`src/rtl/control_unit.sv`:
```
// control_unit: multi-cycle Moore sequencer driving every datapath control strobe
// Clock/clear: rising-edge clock, async active-low reset; operation: opcode from IR[31:27];
// CON_FF: branch condition; Stop: halt at next instruction boundary; Run: sequencing active;
// remaining outputs: one-hot register, ALU, memory, branch and port strobes.
module control_unit (
  input  logic       Clock,
  input  logic       clear,
  input  logic [4:0] operation,
  input  logic       CON_FF,
  input  logic       Stop,
  output logic       Run,
  output logic       Gra,
  output logic       Grb,
  output logic       Grc,
  output logic       r_in,
  output logic       Rout,
  output logic       BAout,
  output logic       Cout,
  output logic       PCout,
  output logic       PCin,
  output logic       IncPC,
  output logic       MARin,
  output logic       MDRin,
  output logic       MDRout,
  output logic       IRin,
  output logic       Yin,
  output logic       Zin_low,
  output logic       Zin_high,
  output logic       Zlowout,
  output logic       Zhighout,
  output logic       HIin,
  output logic       HIout,
  output logic       LOin,
  output logic       LOout,
  output logic       Read,
  output logic       Write,
  output logic       ConIn,
  output logic       R15in,
  output logic       In_Portout,
  output logic       outPortenable,
  output logic       inPortenable
);
  typedef enum logic [3:0] {RESET, T0, T1, T2, T3, E0, E1, E2, E3, E4, E5, HALT} state_t;
  state_t     state;
  state_t     boundary;
  logic [4:0] op;
  logic       alu_r, alu_i, neg_not, mul_div, is_ld, is_ldi, is_st, is_brx;
  logic       is_jr, is_jal, is_in, is_out, is_mfhi, is_mflo;
  // final execute step of each microsequence; the step after it is an instruction boundary
  function automatic state_t last_step(input logic [4:0] o);
    return o == 5'd0 ? E5 : o == 5'd2 ? E4 : o inside {5'd15, 5'd16, 5'd19} ? E3 :
           o inside {[5'd1:5'd14]} ? E2 : o inside {5'd17, 5'd18, 5'd21} ? E1 : E0;
  endfunction
  // nop plus the unassigned 111xx codes
  function automatic logic is_nop(input logic [4:0] o);
    return o == 5'd26 || o[4:2] == 3'b111;
  endfunction
  assign alu_r   = op inside {[5'd3:5'd11]};
  assign alu_i   = op inside {[5'd12:5'd14]};
  assign neg_not = op inside {5'd17, 5'd18};
  assign mul_div = op inside {5'd15, 5'd16};
  assign is_ld   = op == 5'd0;
  assign is_ldi  = op == 5'd1;
  assign is_st   = op == 5'd2;
  assign is_brx  = op == 5'd19;
  assign is_jr   = op == 5'd20;
  assign is_jal  = op == 5'd21;
  assign is_in   = op == 5'd22;
  assign is_out  = op == 5'd23;
  assign is_mfhi = op == 5'd24;
  assign is_mflo = op == 5'd25;
  // Stop only takes effect where the sequencer would otherwise enter T0
  assign boundary = Stop ? HALT : T0;
  always_ff @(posedge Clock or negedge clear) begin
    if (!clear) begin
      state <= RESET;
      op    <= '0;
    end else begin
      case (state)
        RESET: state <= boundary;
        T0: state <= T1;
        T1: state <= T2;
        T2: state <= T3;
        T3: begin
          op    <= operation;
          state <= operation == 5'd27 ? HALT : is_nop(operation) ? boundary : E0;
        end
        E0, E1, E2, E3, E4, E5: state <= state == last_step(op) ? boundary : state_t'(state + 4'd1);
        default: state <= HALT;
      endcase
    end
  end
  always_comb begin
    {Gra, Grb, Grc, r_in, Rout, BAout, Cout, PCout, PCin, IncPC, MARin, MDRin, MDRout, IRin, Yin} = '0;
    {Zin_low, Zin_high, Zlowout, Zhighout, HIin, HIout, LOin, LOout} = '0;
    {Read, Write, ConIn, R15in, In_Portout, outPortenable} = '0;
    Run          = state != RESET && state != HALT;
    inPortenable = state != RESET;
    case (state)
      T0: {PCout, MARin, IncPC, Zin_low} = '1;
      T1: {Zlowout, PCin, Read} = '1;
      T2: {Read, MDRin} = '1;
      T3: {MDRout, IRin} = '1;
      E0: begin
        if (alu_r || alu_i) {Grb, Rout, Yin} = '1;
        else if (neg_not) {Grb, Rout, Zin_low} = '1;
        else if (mul_div) {Gra, Rout, Yin} = '1;
        else if (is_ld || is_ldi || is_st) {Grb, BAout, Yin} = '1;
        else if (is_brx) {Gra, Rout, ConIn} = '1;
        else if (is_jr) {Gra, Rout, PCin} = '1;
        else if (is_jal) {PCout, R15in} = '1;
        else if (is_in) {In_Portout, Gra, r_in} = '1;
        else if (is_out) {Gra, Rout, outPortenable} = '1;
        else if (is_mfhi) {HIout, Gra, r_in} = '1;
        else if (is_mflo) {LOout, Gra, r_in} = '1;
      end
      E1: begin
        if (alu_r) {Grc, Rout, Zin_low} = '1;
        else if (alu_i || is_ld || is_ldi || is_st) {Cout, Zin_low} = '1;
        else if (neg_not) {Zlowout, Gra, r_in} = '1;
        else if (mul_div) {Grb, Rout, Zin_low, Zin_high} = '1;
        else if (is_brx) {PCout, Yin} = '1;
        else if (is_jal) {Gra, Rout, PCin} = '1;
      end
      E2: begin
        if (alu_r || alu_i || is_ldi) {Zlowout, Gra, r_in} = '1;
        else if (mul_div) {Zlowout, LOin} = '1;
        else if (is_ld || is_st) {Zlowout, MARin} = '1;
        else if (is_brx) {Cout, Zin_low} = '1;
      end
      E3: begin
        if (mul_div) {Zhighout, HIin} = '1;
        else if (is_ld) Read = 1'b1;
        else if (is_st) {Gra, Rout, MDRin} = '1;
        else if (is_brx) {Zlowout, PCin} = {1'b1, CON_FF};
      end
      E4: begin
        if (is_ld) {Read, MDRin} = '1;
        else if (is_st) Write = 1'b1;
      end
      E5: if (is_ld) {MDRout, Gra, r_in} = '1;
      default: ;
    endcase
  end
endmodule

```
`config.mk`:
```
export PLATFORM = sky130hd
export DESIGN_NAME = control_unit
export DESIGN_NICKNAME = d
export VERILOG_FILES = /design/src/rtl/control_unit.sv
export SDC_FILE = /design/constraint.sdc
export NUM_CORES = 1
export LEC_CHECK = 0
export ABC_AREA = 1
export CAP_MARGIN = 20
export CORE_MARGIN = 5
export CORE_UTILIZATION = 48
export CTS_CLUSTER_SIZE = 14
export DETAILED_ROUTE_END_ITERATION = 8
export PLACE_DENSITY = 0.81
export SYNTH_ARGS = -nofsm -noshare
export SYNTH_HDL_FRONTEND = slang
export SYNTH_SLANG_ARGS = --single-unit
export TNS_END_PERCENT = 100
```
`constraint.sdc`:
```
create_clock -name Clock -period 1.9 [get_ports Clock]
set_input_delay 0.38 -clock Clock [delete_from_list [all_inputs] [get_ports Clock]]
set_output_delay 0.38 -clock Clock [all_outputs]
set_load 0.005 [all_outputs]
```
==> impl_table.tex, run 1 <==
\begin{tabular}{lr}
\hline
Metric & Value \\
\hline
\multicolumn{2}{l}{\textbf{Run status}} \\
\quad Error msg & [ERROR DPL-0038] Utilization greater than 100\%, impossible to legalize \\
\quad Fail Step & 4\_1\_cts \\
\quad Run status & did not finish \\
\multicolumn{2}{l}{\textbf{Synthesis}} \\
\quad Count of distinct cell types in the synthesized netlist & 31 \\
\quad YS warnings & 0 \\
\quad Synth cell count leaders & sky130\_fd\_sc\_hd\_\_nand2\_1 (52), sky130\_fd\_sc\_hd\_\_inv\_1 (31), sky130\_fd\_sc\_hd\_\_nor2\_1 (29) \\
\quad Post-Synthesis Cell Area & 1350 µm² \\
\quad Net count after synthesis & roughly 240 \\
\quad Proportion of netlist area held by the largest area contributor & between 15 and 20\% \\
\quad Sequential element share of the synthesized area & between 10\% and 20\% \\
\quad Largest area contributor in the netlist & sky130\_fd\_sc\_hd\_\_dfrtp\_1 \\
\quad Number of storage elements in the synthesis netlist & 9 \\
\quad Cell count after synthesis & $\sim$230 \\
\quad Mean post-synth cell area & between 5 and 6 µm² \\
\quad Dominant cell by count in the synthesized netlist & sky130\_fd\_sc\_hd\_\_nand2\_1 \\
\quad Ranking of synthesized cells by area & sky130\_fd\_sc\_hd\_\_dfrtp\_1 (17\%), sky130\_fd\_sc\_hd\_\_nand2\_1 (14\%), sky130\_fd\_sc\_hd\_\_nand3\_1 (9.3\%), sky130\_fd\_sc\_hd\_\_inv\_1 (8.6\%), sky130\_fd\_sc\_hd\_\_nor2\_1 (8.1\%) \\
\quad Main synth FF type & sky130\_fd\_sc\_hd\_\_dfrtp\_1 \\
\quad Async SR Flop Fraction & between 90\% and 100\% \\
\quad Number of flops mapped to enable cells by yosys & 0 \\
\multicolumn{2}{l}{\textbf{Placement}} \\
\quad Placed inst area & about 2200 µm² \\
\quad Setup WS pre-CTS & -0.340 ns \\
\quad Routability congestion estimate & approximately 0.96 \\
\quad HPWL after detailed placement & 3940 µm \\
\quad Port Buffers & 39 \\
\multicolumn{2}{l}{\textbf{Clock tree}} \\
\quad Count of hold buffers inserted by post-cts repair & 0 \\
\quad Number of CTS-inserted buffers & 3 \\
\quad Maximum buffer depth of the clock tree & 2 \\
\quad H-tree level count & 1 \\
\quad Clock Root Buffer & sky130\_fd\_sc\_hd\_\_clkbuf\_4 \\
\quad TritonCTS Sinks & 9 \\
\quad Count of buffers added by post-CTS timing repair for setup & 31 \\
\quad Number of cells upsized or downsized after cts & 228 \\
\multicolumn{2}{l}{\textbf{Floorplan}} \\
\quad Num ports & 40 \\
\quad Die extent in x & roughly 63 µm \\
\quad Die height & 63.0 µm \\
\quad Row count & 19 \\
\quad Initial Util & 49.3\% \\
\hline
\end{tabular}
through the flow:
step                      std cells  util [%]
after detailed placement        358      81.5
after global placement          358      81.5
after floorplan                 228         -
cell families after synthesis:
kind of cell | share of synthesized area [%]
AO/OA/AOI/OAI | 11.8
adder cells (fa/ha/maj) | 3.71
AND/OR/NAND/NOR | 52.7
XOR/XNOR | 1.30
buffers and inverters | 13.8
flip-flops | 16.7
==> inputs of run 2 (changes only) <==
--- a/config.mk
+++ b/config.mk
@@ -7,11 +7,10 @@
 export LEC_CHECK = 0
 export ABC_AREA = 1
 export CAP_MARGIN = 20
-export CORE_MARGIN = 5
-export CORE_UTILIZATION = 48
-export CTS_CLUSTER_SIZE = 14
+export CORE_AREA = 5 5 66 68
 export DETAILED_ROUTE_END_ITERATION = 8
-export PLACE_DENSITY = 0.81
+export DIE_AREA = 0 0 71 73
+export PLACE_DENSITY_LB_ADDON = 0.15
 export SYNTH_ARGS = -nofsm -noshare
 export SYNTH_HDL_FRONTEND = slang
 export SYNTH_SLANG_ARGS = --single-unit
==> run 2 against run 1 <==
Against the previous run: the flow now finishes, with violations (negative setup slack); synthesized cell count did not move; area after synthesis unchanged.
==> impl_table.tex, run 2 <==
\begin{tabular}{lr}
\hline
Metric & Value \\
\hline
\multicolumn{2}{l}{\textbf{GRT}} \\
\quad GR Overflow Total & 0 \\
\quad Via count of the first global-routing pass & 2135 \\
\quad Global-route track usage on met2 & 41.4\% \\
\quad Pin count of the biggest net entering global routing & 12 \\
\quad All-layer global routing usage & a little under a quarter \\
\quad Initial antenna violation count & 0 \\
\quad Fraction of met1 tracks used by global routing & 25.5\% \\
\quad Global-route wire length before repair & between 9000 and 10000 µm \\
\quad GR Layer Usage met3 & 3.86\% \\
\quad Most Used Layer, Global Route & met2 \\
\multicolumn{2}{l}{\textbf{Route}} \\
\quad Detailed Route WL & between 7000 and 8000 µm \\
\quad Total number of vias & around 2200 \\
\quad Remaining design rule violation count & 0 \\
\quad Number of DRC markers in iteration 0 & between 150 and 200 \\
\quad Number of iterations in the first detailed-routing pass & 4 \\
\quad DRT antenna net count & 0 \\
\quad Final routed wire length divided by cell count & 17.1 µm \\
\quad Average vias per placed instance & 5.28 \\
\multicolumn{2}{l}{\textbf{Clock tree}} \\
\quad Clock tree from TritonCTS & built \\
\quad Number of CTS-inserted buffers & 3 (unchanged) \\
\quad Clock Root Buffer & sky130\_fd\_sc\_hd\_\_clkbuf\_8 \\
\quad TritonCTS Sinks & 9 (unchanged) \\
\quad Worst skew pair latency & roughly 0.23 ns \\
\quad CTS clock-pin slew for the worst setup and hold paths & $\sim$0.05 ns \\
\quad H-tree level count & 1 (unchanged) \\
\quad Maximum buffer depth of the clock tree & 2 (unchanged) \\
\multicolumn{2}{l}{\textbf{Synthesis}} \\
\quad Count of distinct cell types in the synthesized netlist & 31 (unchanged) \\
\quad Net count after synthesis & 241 (unchanged) \\
\quad YS warnings & 0 (unchanged) \\
\quad Number of storage elements in the synthesis netlist & 9 (unchanged) \\
\quad Async SR Flop Fraction & 100\% (unchanged) \\
\quad Ranking of synthesized cells by area & sky130\_fd\_sc\_hd\_\_dfrtp\_1 (17\%), sky130\_fd\_sc\_hd\_\_nand2\_1 (14\%), sky130\_fd\_sc\_hd\_\_nand3\_1 (9.3\%), sky130\_fd\_sc\_hd\_\_inv\_1 (8.6\%), sky130\_fd\_sc\_hd\_\_nor2\_1 (8.1\%) \\
\quad Number of flops mapped to enable cells by yosys & 0 (unchanged) \\
\quad Sequential element share of the synthesized area & 16.7\% (unchanged) \\
\quad Mean post-synth cell area & 5.92 µm² (unchanged) \\
\quad Synth cell count leaders & sky130\_fd\_sc\_hd\_\_nand2\_1 (52), sky130\_fd\_sc\_hd\_\_inv\_1 (31), sky130\_fd\_sc\_hd\_\_nor2\_1 (29) \\
\quad Largest area contributor in the netlist & sky130\_fd\_sc\_hd\_\_dfrtp\_1 \\
\quad Cell count after synthesis & 228 (unchanged) \\
\quad Dominant cell by count in the synthesized netlist & sky130\_fd\_sc\_hd\_\_nand2\_1 \\
\quad Main synth FF type & sky130\_fd\_sc\_hd\_\_dfrtp\_1 \\
\quad Post-Synthesis Cell Area & 1350 µm² (unchanged) \\
\quad Proportion of netlist area held by the largest area contributor & 16.7\% (unchanged) \\
\multicolumn{2}{l}{\textbf{Power}} \\
\quad Cell area power density & about 150 nW/µm² \\
\quad Largest voltage drop on the vdd net & around 0.39 mV \\
\quad Total design power & between 0.4 and 0.5 mW \\
\quad Leakage power summed over all cells & approximately 1.6 nW \\
\multicolumn{2}{l}{\textbf{Critical path}} \\
\quad Flop-to-flop setup slack & -0.20 ns \\
\quad Crit path launch type & flop \\
\quad Critical path fanouts, max & 4 \\
\quad Classification of the worst setup path & reg2out \\
\quad CP Capture Type & output pin \\
\quad CP Data Arrival Time & around 1.9 ns \\
\quad Data required time of the critical path & roughly 1.5 ns \\
\multicolumn{2}{l}{\textbf{Run status}} \\
\quad Run status & complete, but fails checks \\
\quad Failing checks & negative setup slack \\
\multicolumn{2}{l}{\textbf{Cells and area}} \\
\quad Register with the most flip-flops & op \\
\quad Largest registers ranked by flip-flop count & op (5), state (4) \\
\quad Most common library cell in the layout ignoring fill and taps & sky130\_fd\_sc\_hd\_\_buf\_4 \\
\quad Fraction of final layout cells with drive strength greater than 1 & between 60\% and 70\% \\
\quad Cell area after layout & a little under 3000 µm² \\
\quad Layout Utilization & about three quarters \\
\quad Final net count & about 380 \\
\quad Most frequent cells in the layout & sky130\_fd\_sc\_hd\_\_buf\_4 (79), sky130\_fd\_sc\_hd\_\_nand2\_1 (37), sky130\_fd\_sc\_hd\_\_buf\_2 (28), sky130\_fd\_sc\_hd\_\_buf\_6 (21) \\
\quad \# diodes & 0 \\
\quad Max reg flops & 5 \\
\quad Area added between synthesis and finish & 116\% \\
\multicolumn{2}{l}{\textbf{Floorplan}} \\
\quad Die extent in x & 71 µm (+13\%) \\
\quad Area of the die & 5180 µm² \\
\quad Row count & 23 (+4) \\
\quad Initial Util & 35.5\% (-14 points) \\
\quad Core area & between 3000 and 4000 µm² \\
\quad Num ports & 40 (unchanged) \\
\quad Die height & 73 µm (+16\%) \\
\multicolumn{2}{l}{\textbf{STA}} \\
\quad Worst Max-Slew Pin Slew & $\sim$0.46 ns \\
\quad Skew final & 0.00261 ns \\
\quad Min cycle time layout & 2.23 ns \\
\quad Max-slew headroom & between 60\% and 70\% \\
\quad PnR worst setup slack & -0.327 ns \\
\quad Setup-violating endpoint count in the final report & 27 \\
\quad Top achievable clock speed & 449 MHz \\
\quad Final Cycle Share & 117\% \\
\quad Total negative setup slack & -4.01 ns \\
\quad Worst hold margin & $\sim$0.47 ns \\
\quad Final number of hold-violating endpoints & 0 \\
\quad Unrepaired setup endpoints after global routing & true \\
\quad Pins Over Slew Limit & 0 \\
\multicolumn{2}{l}{\textbf{Worst hold path}} \\
\quad HP Class & in2async \\
\multicolumn{2}{l}{\textbf{Placement}} \\
\quad Port Buffers & 39 (unchanged) \\
\quad Placed inst area & 2270 µm² (+2.1\%) \\
\quad Routability congestion estimate & 0.893 (-7.5\%) \\
\quad HPWL after detailed placement & 3890 µm (-1.2\%) \\
\multicolumn{2}{l}{\textbf{Job}} \\
\quad Maximum Capacitance Violations & 0 \\
\hline
\end{tabular}
==> run 2: cell counts after synthesis <==
Identical to the previous run, type by type.
==> run 2: area by class of cell <==
| class | count | area [µm²] |
|---|---|---|
| Multi-Input combinational cell | 174 | 1320 |
| Clock buffer | 4 | 45.0 |
| Sequential cell | 9 | 230 |
| Fill cell | 247 | 886 |
| Inverter | 41 | 179 |
| Timing Repair Buffer | 139 | 1080 |
| Tap cell | 50 | 62.6 |
==> run 2: layer usage <==
layer	vias up	routed length [µm]
met1	1022	2840
met3	40	531
met4	0	319
met5	-	0
li1	1016	-
met2	123	3430
==> run 2: cells by family (layout without fill, tap and decap cells) <==
group	count (synthesis)	in the layout	synth area share, %
compound gates	26	26	11.8
xor+xnor	2	2	1.30
buf+inv	45	184	13.8
fa+ha+maj	4	4	3.71
flops	9	9	16.7
simple gates	142	142	52.7
==> run 2: worst max-delay path: stages, from the launching register on <==
cell and delay, ns:
sky130_fd_sc_hd__dfrtp_2 0.45, sky130_fd_sc_hd__nor2_4 0.14, sky130_fd_sc_hd__nand2_2 0.09, sky130_fd_sc_hd__nor2_4 0.10, sky130_fd_sc_hd__inv_2 0.05, sky130_fd_sc_hd__nand2_2 0.07, sky130_fd_sc_hd__inv_2 0.05, sky130_fd_sc_hd__nor2_4 0.11
sky130_fd_sc_hd__nand2_1 0.08, sky130_fd_sc_hd__a21oi_2 0.15, sky130_fd_sc_hd__o2111ai_1 0.15, sky130_fd_sc_hd__buf_2 0.17
==> run 2: power breakdown <==
part           internal, mW  switching, mW
sequential            0.192              0
combinational        0.0160         0.0115
clock                 0.146         0.0782
==> run 2: path summary, 6_finish.rpt <==
check | from | to | cells past startpoint
setup reg to reg | op[4]$_DFFE_PN0P_ | state[3]$_DFF_PN0_ | 16
hold reg to reg | state[2]$_DFF_PN0_ | state[2]$_DFF_PN0_ | 4
max in group asynchronous | clear | state[3]$_DFF_PN0_ | 1
min in group Clock | operation[4] | op[4]$_DFFE_PN0P_ | 3
hold / removal | clear | op[4]$_DFFE_PN0P_ | 1
setup / recovery | op[2]$_DFFE_PN0P_ | Gra | 11
==> run 2: through the flow <==
| step | cells | setup slack, ns |
|---|---|---|
| after CTS | 407 | -0.238 |
| after global placement | 380 | -0.298 |
| final | 417 | -0.327 |
| after detailed placement | 380 | -0.338 |
| after global routing | 417 | -0.389 |
| after floorplan | 228 | 0.125 |
==> run 2: repair_timing <==
action                                  in CTS  in global routing
resized for setup                          210                 47
pin swaps                                   33                 26
buffers inserted                            23                 15
hold buffers                                 0                  0
endpoints found under the setup margin      31                 34
Power figures use the tool's default switching activity.
